==> src/rtl/cpu_types_pkg.sv <==
// Shared CPU-side types: RAM handshake state, machine word and arbiter grant state.
package cpu_types_pkg;

    localparam int unsigned WORD_W = 32;

    typedef logic [WORD_W-1:0] word_t;

    typedef enum logic [1:0] {
        FREE   = 2'd0,
        BUSY   = 2'd1,
        ACCESS = 2'd2,
        ERROR  = 2'd3
    } ramstate_t;

    typedef enum logic [1:0] {
        IDLE  = 2'd0,
        GNT_I = 2'd1,
        GNT_D = 2'd2
    } arb_state_t;

    // ERROR ends an access exactly like ACCESS does; only the sticky flag differs.
    function automatic logic ram_done(input ramstate_t rs);
        return (rs == ACCESS) || (rs == ERROR);
    endfunction

endpackage

==> src/rtl/sat_counter.sv <==
// Saturating up-counter with synchronous clear; flags when the ceiling is reached.
module sat_counter #(
    parameter int unsigned WIDTH = 8,
    parameter int unsigned MAX   = 255
) (
    input  logic CLK,
    input  logic nRST,
    input  logic clear,
    input  logic inc,
    output logic at_max
);

    logic [WIDTH-1:0] count;

    always_ff @(posedge CLK or posedge nRST) begin
        if (nRST) begin
            count <= '0;
        end else if (clear) begin
            count <= '0;
        end else if (inc && !at_max) begin
            count <= count + WIDTH'(1);
        end
    end

    assign at_max = (count == WIDTH'(MAX));

endmodule

==> src/rtl/mem_arbiter.sv <==
// Shares one RAM port between fetch (I) and data (D): data priority, fetch starvation
// guard, per-access timeout and a sticky error flag.
module mem_arbiter
    import cpu_types_pkg::*;
#(
    parameter int unsigned ADDR_W     = 32,
    parameter int unsigned DATA_W     = 32,
    parameter int unsigned STARVE_MAX = 4,
    parameter int unsigned TIMEOUT    = 255
) (
    input  logic              CLK,
    input  logic              nRST,
    input  logic              iREN,
    input  logic [ADDR_W-1:0] iaddr,
    output logic              iwait,
    output logic [DATA_W-1:0] iload,
    input  logic              dREN,
    input  logic              dWEN,
    input  logic [ADDR_W-1:0] daddr,
    input  logic [DATA_W-1:0] dstore,
    output logic              dwait,
    output logic [DATA_W-1:0] dload,
    output logic              ramREN,
    output logic              ramWEN,
    output logic [ADDR_W-1:0] ramaddr,
    output logic [DATA_W-1:0] ramstore,
    input  logic [DATA_W-1:0] ramload,
    input  logic [1:0]        ramstate,
    output logic              err
);

    localparam int unsigned STARVE_W = $clog2(STARVE_MAX + 1);
    localparam int unsigned TMO_W    = $clog2(TIMEOUT + 1);

    arb_state_t        state;
    ramstate_t         rs;
    logic              granted_c;
    logic              req_c;
    logic              abort_c;
    logic              done_c;
    logic              tmo_c;
    logic              fin_c;
    logic              go_d_c;
    logic              go_i_c;
    logic              starve_max;
    logic              starve_inc;
    logic              starve_clr;
    logic              tmo_max;
    logic              tmo_inc;
    logic              tmo_clr;
    logic              err_q;
    logic [DATA_W-1:0] load_c;
    logic [DATA_W-1:0] iload_q;
    logic [DATA_W-1:0] dload_q;

    assign rs = ramstate_t'(ramstate);

    // Grant events: abort on flush, finish on ACCESS/ERROR or timeout, arbitration in IDLE.
    always_comb begin
        req_c = 1'b0;
        case (state)
            GNT_I:   req_c = iREN;
            GNT_D:   req_c = dREN | dWEN;
            default: req_c = 1'b0;
        endcase
        granted_c  = (state != IDLE);
        abort_c    = granted_c && !req_c;
        done_c     = granted_c && req_c && ram_done(rs);
        tmo_c      = granted_c && req_c && !ram_done(rs) && tmo_max;
        fin_c      = done_c || tmo_c;
        go_d_c     = (state == IDLE) && (dREN || dWEN) && !(iREN && starve_max);
        go_i_c     = (state == IDLE) && !go_d_c && iREN;
        starve_inc = go_d_c && iREN;
        starve_clr = (go_d_c && !iREN) || go_i_c;
        tmo_inc    = granted_c && req_c && !ram_done(rs);
        tmo_clr    = !granted_c || abort_c || fin_c;
        load_c     = done_c ? ramload : '0;
    end

    sat_counter #(
        .WIDTH (STARVE_W),
        .MAX   (STARVE_MAX)
    ) u_starve (
        .CLK    (CLK),
        .nRST   (nRST),
        .clear  (starve_clr),
        .inc    (starve_inc),
        .at_max (starve_max)
    );

    sat_counter #(
        .WIDTH (TMO_W),
        .MAX   (TIMEOUT)
    ) u_timeout (
        .CLK    (CLK),
        .nRST   (nRST),
        .clear  (tmo_clr),
        .inc    (tmo_inc),
        .at_max (tmo_max)
    );

    always_ff @(posedge CLK or posedge nRST) begin
        if (nRST) begin
            state   <= IDLE;
            err_q   <= 1'b0;
            iload_q <= '0;
            dload_q <= '0;
        end else begin
            case (state)
                IDLE: begin
                    if (go_d_c) begin
                        state <= GNT_D;
                    end else if (go_i_c) begin
                        state <= GNT_I;
                    end
                end
                GNT_I, GNT_D: begin
                    if (abort_c || fin_c) begin
                        state <= IDLE;
                    end
                    if (fin_c) begin
                        if (state == GNT_I) begin
                            iload_q <= load_c;
                        end else begin
                            dload_q <= load_c;
                        end
                    end
                    if (tmo_c || (done_c && (rs == ERROR))) begin
                        err_q <= 1'b1;
                    end
                end
                default: state <= IDLE;
            endcase
        end
    end

    // RAM side follows the granted requester's live inputs; a write wins over a read.
    always_comb begin
        ramREN   = 1'b0;
        ramWEN   = 1'b0;
        ramaddr  = '0;
        ramstore = '0;
        case (state)
            GNT_I: begin
                ramREN  = 1'b1;
                ramaddr = iaddr;
            end
            GNT_D: begin
                ramREN   = dREN & ~dWEN;
                ramWEN   = dWEN;
                ramaddr  = daddr;
                ramstore = dstore;
            end
            default: ;
        endcase
    end

    assign iwait = !((state == GNT_I) && fin_c);
    assign dwait = !((state == GNT_D) && fin_c);
    assign iload = ((state == GNT_I) && fin_c) ? load_c : iload_q;
    assign dload = ((state == GNT_D) && fin_c) ? load_c : dload_q;
    assign err   = err_q;

endmodule

==> config.mk <==
export PLATFORM = sky130hd
export DESIGN_NAME = mem_arbiter
export DESIGN_NICKNAME = d
export VERILOG_FILES = /design/src/rtl/cpu_types_pkg.sv /design/src/rtl/sat_counter.sv /design/src/rtl/mem_arbiter.sv
export SDC_FILE = /design/constraint.sdc
export NUM_CORES = 1
export LEC_CHECK = 0
export CAP_MARGIN = 40
export CORE_ASPECT_RATIO = 0.75
export CORE_MARGIN = 2
export CORE_UTILIZATION = 40
export CTS_BUF_LIST = sky130_fd_sc_hd__clkbuf_2 sky130_fd_sc_hd__clkbuf_4 sky130_fd_sc_hd__clkbuf_8
export CTS_CLUSTER_SIZE = 20
export DETAILED_ROUTE_END_ITERATION = 8
export GPL_TIMING_DRIVEN = 1
export PLACE_DENSITY = 0.84
export SLEW_MARGIN = 40
export SYNTH_ARGS = -nofsm -noshare
export SYNTH_HDL_FRONTEND = slang
export SYNTH_SLANG_ARGS = --single-unit
==> constraint.sdc <==
create_clock -name CLK -period 3.6 [get_ports CLK]
set_input_delay 0.72 -clock CLK [delete_from_list [all_inputs] [get_ports CLK]]
set_output_delay 0.72 -clock CLK [all_outputs]
set_load 0.01 [all_outputs]
==> results of run 1 <==
==> state kept, by name, summed over array words and instances (netlist names) <==
register         flops
err                  1
dload_q             32
u_starve.count       3
state                2
u_timeout.count      8
iload_q             32
==> cells by family (layout without fill, tap and decap cells) <==
logic type,Yosys count,after routing
simple gates,140,140
xor+xnor,6,6
compound gates,175,175
fa+ha+maj,6,6
buf+inv,92,361
flops,78,78
==> stage by stage <==
step	instances	TNS [ns]	area (sq um)	setup WS, ns
floorplan	497	0	4720	0.683
global route	928	-0.0348	8080	-0.0250
global placement	902	-8.93	7580	-0.242
detailed placement	902	-9.60	7580	-0.267
CTS	920	0	7830	0.00875
finish	928	0	8080	0.0457
==> per-layer routing <==
| layer | global-route usage | part of all wire | vias up | routed length, um |
|---|---|---|---|---|
| met2 | 0.448 | 0.50 | 262 | 8820 |
| met5 | 0 | 0 | - | 0 |
| li1 | - | - | 2367 | - |
| met1 | 0.328 | 0.40 | 2518 | 6990 |
| met4 | 0.0711 | 0.021 | 0 | 372 |
| met3 | 0.0586 | 0.081 | 31 | 1430 |
==> synth_stat cells (all sizes together) (2+ instances only) <==
cell type	instances	area (sq um)
nand2	8	30.0
o21ai	35	175
nor2	8	30.0
o211ai	2	15.0
nor2b	33	206
buf	22	165
nand4	35	219
a32o	2	20.0
ha	6	75.1
nand3	7	35.0
and3	5	31.3
clkbuf	32	120
or4b	2	20.0
dfrtp	78	1950
xnor2	2	17.5
xor2	4	35.0
nor3b	2	15.0
nand2b	2	12.5
a22o	97	850
a22oi	32	240
inv	38	143
a21oi	3	15.0
and2	33	206
==> worst register-to-register path, cell delays in order, from the launching register on <==
cell     delay (ns)
dfrtp_1        0.44
inv_1          0.11
ha_2           0.24
o21ai_1        0.13
buf_4          0.16
nor3_2         0.14
buf_4          0.38
nor2b_2        0.24
buf_4          0.27
o21ai_1        0.10
==> repair_timing <==
action	in CTS	in global routing
gates cloned	1	3
gates resized for setup	18	56
endpoints found under the setup margin	65	57
pin swaps	1	1
setup buffers	2	5
==> final cells by class <==
| cell class | instances | area, sq um |
|---|---|---|
| inverter | 38 | 143 |
| tap | 162 | 203 |
| multi-input combinational | 327 | 2390 |
| sequential | 78 | 1950 |
| timing repair buffer | 308 | 3210 |
| clock inverter | 6 | 62.6 |
| fill | 855 | 3440 |
| clock buffer | 9 | 124 |
==> power groups by stage <==
| stage | clock network (uW) | registers (uW) | logic (uW) |
|---|---|---|---|
| finish | 649 | 1450 | 3140 |
| global route | 690 | 1480 | 3360 |
| CTS | 659 | 1440 | 3220 |
| detailed placement | 0 | 1450 | 3220 |
| global placement | 0 | 1430 | 3140 |
| floorplan | 0 | 1390 | 1620 |
==> layout by cell type (no fill, tap or decap), drive strengths merged, types with 3 or more instances in the layout <==
master,n
dlymetal6s2s,50
inv,39
and2,33
xor2,4
dlygate4sd2,7
nand4,35
a22oi,32
clkdlybuf4s50,210
buf,39
clkbuf,11
nor2,8
a22o,97
a21oi,3
nand3,7
and3,5
ha,6
clkinv,4
nand2,8
nor2b,33
dfrtp,78
o21ai,35
==> worst paths after layout <==
check | from | to | cells past startpoint
worst max-delay path | ramstate[1] | iload[4] | 6
worst min-delay path | err | err | 1
worst max register to register | state[0] | dload_q[24] | 9
worst min register to register | err | err | 1
max in group asynchronous | nRST | dload_q[5] | 3
min in group asynchronous | nRST | err | 2
==> flow_summary.yaml, run 1 <==
worst_setup_path:
  timing_worst_setup_path_type: "in2out"
  worst-endpoint-required_ns: 2.88
  reg2reg_setup_slack_ns: 1.27
  crit_path_end_kind: "output port"
  crit_arrival_ns: 2.83
  critical_path.n_buffers_inverters: 4
  worst-path-max-fanout: 36
  cp_slowest_cell: "clkdlybuf4s50_1"
  timing.critical_path.slowest_cell_delay_ns: 0.55
  worst_path_most_repeated_cell: "clkdlybuf4s50_1"
  critPathTopFamily: "buffers and inverters"
  crit_path_start_kind: "input pin"
  cells_traversed_along_the_worst_timing_path: "clkdlybuf4s50_1 -> buf_6 -> and3_4 -> buf_8 -> a22o_1 -> clkdlybuf4s50_1"
clock_tree:
  cts_tree: "done"
  cts_num_sinks: 78
  clock_path_buffers: 2
  h_tree_depth_reported_by_cts: 3
  numCtsBuffers: 9
  clk-insertion-delay-late_ns: 0.36
  post_cts_hold_buffer_count: 0
  root_buffer: "clkbuf_8"
  cts.clk_slew.worst_paths_ns: 0.09
detailed_routing:
  drc: 0
  detail_route.wl_per_cell_um: 19.0
  viasPerCell: 5.58
  routed_wirelength_mm: 17.6
  routed-via-count: 5178
  ant_nets: 0
  first_iter_violations: 402
  first_pass_drt_iterations: 5
power_and_ir_drop:
  clock_power_share: 0.124
  lkg_pwr_uw: 0.00397
  cellPowerDensity_mw_per_mm2: 648
  power.combinational.fraction: 0.599
  swShare: 0.370
  seq_power_share: 0.277
  worst_ir_drop_vdd_mv: 0.241
  power_report.internal_total_uw: 3300
  p_sw_uw: 1940
  fin_total_pwr_uw: 5240
timing:
  finalMaxSlewViolations: 0
  fin_hold_ws_ns: 0.473
  setup_viol: 0
  final_setup_skew_ns: 0.0129
  finalCritPeriodShare: 0.987
  fin_crit_ns: 3.55
  worst_slew_pin_slew_ns: 0.673
  maxSlewHeadroom: 0.551
  finalHoldViolations: 0
  fmax_mhz: 281
cells_and_area:
  n_antenna_cell: 0
  layout.core_utilization: 0.701
  num-nets-final: 903
  final_layout_size_suffix_gt1_frac: 0.0888
  synthToLayoutAreaGrowth_pct: 71.4
logic_synthesis:
  synth_top_family_by_area: "compound AO/OA/AOI/OAI gates"
  ys_seq_elements: 78
  netlist_area_sq_mm: 0.00472
  synthesized_netlist_net_count: 638
  synth_area_in_compound_gates: 0.289
  yosys_warnings: 0
  synth-main-ff-cell: "dfrtp_1"
  avgSynthCellArea_sq_um: 9.49
  async_flop_share: 1.00
  syn-instance-count: 497
  synth_enable_flop_cells: 0
  yosysSeqAreaShare: 0.414
  fraction_of_synthesized_area_in_multiplexers: 0
  yosys.area_share.simple: 0.179
  synthXorXnorAreaFrac: 0.0111
  synthDistinctLibCells: 35
  post_synth_fa_ha_maj_area_fraction: 0.0159
floorplan:
  io_pins: 268
  floorplan.rows: 34
  floorplan.die_area_sq_mm: 0.0127
  chipWidth_um: 129
  die_h_um: 98.0
  core_area_sq_mm: 0.0115
  start_util: 0.409
global_routing:
  largest_net_degree_at_the_start_of_global_routing: 65
  grt_antenna_before_repair: 0
  grt_pass1_wl_mm: 26.1
  grtUsageTotal: 0.260
  grt_pass1_vias: 4961
  overflow: 0
run:
  cap_viol_max_count: 0
place:
  hpwl_mm: 12.4
  routability_driven_placement_congestion_ratio: 0.795
  io_buffer_count: 267
status:
  status: "finished clean"
hold_path:
  holdCritPathClass: "reg2reg"
Power figures use the tool's default switching activity.
==> run 2: changes to the inputs <==
--- a/config.mk
+++ b/config.mk
@@ -14,6 +14,7 @@
 export DETAILED_ROUTE_END_ITERATION = 8
 export GPL_TIMING_DRIVEN = 1
 export PLACE_DENSITY = 0.84
+export SKIP_LAST_GASP = 1
 export SLEW_MARGIN = 40
 export SYNTH_ARGS = -nofsm -noshare
 export SYNTH_HDL_FRONTEND = slang
==> run 2 against run 1 <==
Compared with the run above:
- cell area shrank 0.46%
- register-to-register slack gained 0.02 ns
- worst setup slack lost 0.0076 ns
- clock skew grew 0.00079 ns
- die area is the same
- worst hold slack is essentially flat
- clock-buffer cell count is the same
- wire length shrank 1.2%
- sequential share of layout area grew 0.11 points
- non-clock buffer count shrank 2
- combinational power is essentially flat
- flip-flop and latch count is the same
- largest power group unchanged
- highest routed layer unchanged
==> flow_summary.yaml, run 2 (synthesized netlist as in run 1, its figures left out) <==
worst_setup_path:
  cp_slowest_cell: "clkdlybuf4s50_1"
  critPathTopFamily: "buffers and inverters"
  worst_path_most_repeated_cell: "clkdlybuf4s50_1"
  crit_path_start_kind: "input pin"
  timing.critical_path.slowest_cell_delay_ns: 0.55
  worst-endpoint-required_ns: 2.88
  crit_arrival_ns: 2.84
  crit_path_end_kind: "output port"
  critical_path.n_buffers_inverters: 4
  worst-path-max-fanout: 36
  cells_traversed_along_the_worst_timing_path: "clkdlybuf4s50_1 -> buf_6 -> and3_4 -> buf_8 -> a22o_1 -> clkdlybuf4s50_1"
  timing_worst_setup_path_type: "in2out"
cells_and_area:
  final_cells: 926
  synthToLayoutAreaGrowth_pct: 70.6
  n_antenna_cell: 0
  layout.cells.most_common_list: "clkdlybuf4s50_1 (219), a22o_1 (97), dfrtp_1 (78)"
  register_area_sq_mm: 0.00195
  layout.cells.most_common: "clkdlybuf4s50_1"
  number_of_filler_cells_placed_in_the_layout: 853
  final_layout_size_suffix_gt1_frac: 0.0864
  reg_top3: "dload_q: 32 flops, iload_q: 32 flops, u_timeout.count: 8 flops"
  num-nets-final: 901
  multi_input_area_sq_mm: 0.00239
  layout.core_utilization: 0.698
timing:
  final_setup_skew_ns: 0.0137
  fin_crit_ns: 3.56
  finalHoldViolations: 0
  worst_slew_pin_slew_ns: 0.674
  finalCritPeriodShare: 0.989
  finalMaxSlewViolations: 0
  setup_tns_ns: 0
  fmax_mhz: 281
  setup_viol: 0
  setup_repair_after_global_routing_missed_its_margin: "true"
  maxSlewHeadroom: 0.550
  fin_hold_ws_ns: 0.473
floorplan:
  die_h_um: 98.0
  io_pins: 268
  floorplan.rows: 34
  floorplan.die_area_sq_mm: 0.0127
  chipWidth_um: 129
  core_area_sq_mm: 0.0115
  start_util: 0.409
clock_tree:
  clock_path_buffers: 2
  root_buffer: "clkbuf_8"
  clk-insertion-delay-late_ns: 0.36
  numCtsBuffers: 9
  cts_tree: "done"
  cts.clk_slew.worst_paths_ns: 0.09
  post_cts_hold_buffer_count: 0
  h_tree_depth_reported_by_cts: 3
  cts_num_sinks: 78
detailed_routing:
  drc: 0
  first_pass_drt_iterations: 5
  routed-via-count: 5143
  ant_nets: 0
  detail_route.wl_per_cell_um: 18.8
  routed_wirelength_mm: 17.4
  first_iter_violations: 311
  viasPerCell: 5.55
status:
  status: "finished clean"
global_routing:
  largest_net_degree_at_the_start_of_global_routing: 65
  grt_pass1_wl_mm: 26.1
  grt_pass1_vias: 4961
  grt_antenna_before_repair: 0
  grtUsageTotal: 0.260
  overflow: 0
place:
  hpwl_mm: 12.4
  io_buffer_count: 267
  numPlacedInstances: 902
  routability_driven_placement_congestion_ratio: 0.795
hold_path:
  holdCritPathClass: "reg2reg"
run:
  cap_viol_max_count: 0
power_and_ir_drop:
  swShare: 0.369
  cellPowerDensity_mw_per_mm2: 651
  power.combinational.fraction: 0.600
  seq_power_share: 0.276
  worst_ir_drop_vdd_mv: 0.241
  p_sw_uw: 1930
  clock_power_share: 0.124
  power_report.internal_total_uw: 3310
  fin_total_pwr_uw: 5240
  lkg_pwr_uw: 0.00382
-- run 2: worst paths after layout --
kind	startpoint	endpoint	slack [ns]	cells past startpoint
max	ramstate[1]	iload[7]	0.04	6
min	err	err	0.47	1
max reg2reg	state[0]	dload_q[24]	1.29	9
min reg2reg	err	err	0.47	1
max in group asynchronous	nRST	dload_q[23]	1.97	3
min in group asynchronous	nRST	err	0.77	2
-- run 2: metal layers --
| layer | vias up | global-route usage | routed length (um) |
|---|---|---|---|
| met5 | - | 0 | 0 |
| met4 | 0 | 0.0711 | 267 |
| met1 | 2514 | 0.328 | 7010 |
| li1 | 2363 | - | - |
| met2 | 247 | 0.448 | 8820 |
| met3 | 19 | 0.0586 | 1300 |
-- run 2: layout make-up --
cell class | count | area share
repair buffers | 306 | 0.395
multi-input cells | 327 | 0.297
flip-flops and latches | 78 | 0.243
well taps | 162 | 0.0252
inverters | 38 | 0.0177
clock buffers | 9 | 0.0154
clock inverters | 6 | 0.00777
-- run 2: stage by stage --
stage                     setup WS (ns)  instance area, sq um
after floorplan                   0.683                  4720
after global placement           -0.242                  7580
after detailed placement         -0.267                  7580
after CTS                      -0.00234                  7830
after global routing            -0.0421                  8050
final                            0.0382                  8050
-- run 2: worst register-to-register path, cell delays in order, from the launching register on --
cell and delay [ns]:
dfrtp_1 0.44, inv_1 0.11, ha_2 0.24, o21ai_1 0.14, buf_4 0.16, nor3_2 0.14, buf_4 0.37, nor2b_2 0.23
buf_4 0.27, o21ai_1 0.10
-- run 2: power groups by stage --
| stage | clock network (uW) | registers [uW] | logic (uW) |
|---|---|---|---|
| 4_1_cts | 659 | 1440 | 3220 |
| 2_1_floorplan | 0 | 1390 | 1620 |
| 3_5_place_dp | 0 | 1450 | 3220 |
| 5_1_grt | 689 | 1480 | 3370 |
| 6_report | 650 | 1450 | 3140 |
| 3_3_place_gp | 0 | 1430 | 3140 |
-- run 2: timing repair --
action / CTS / global route
gates cloned: 1 / 3
resized for setup: 17 / 48
setup endpoints to repair: 65 / 57
buffers inserted: 2 / 3
pin swaps: 1 / 1
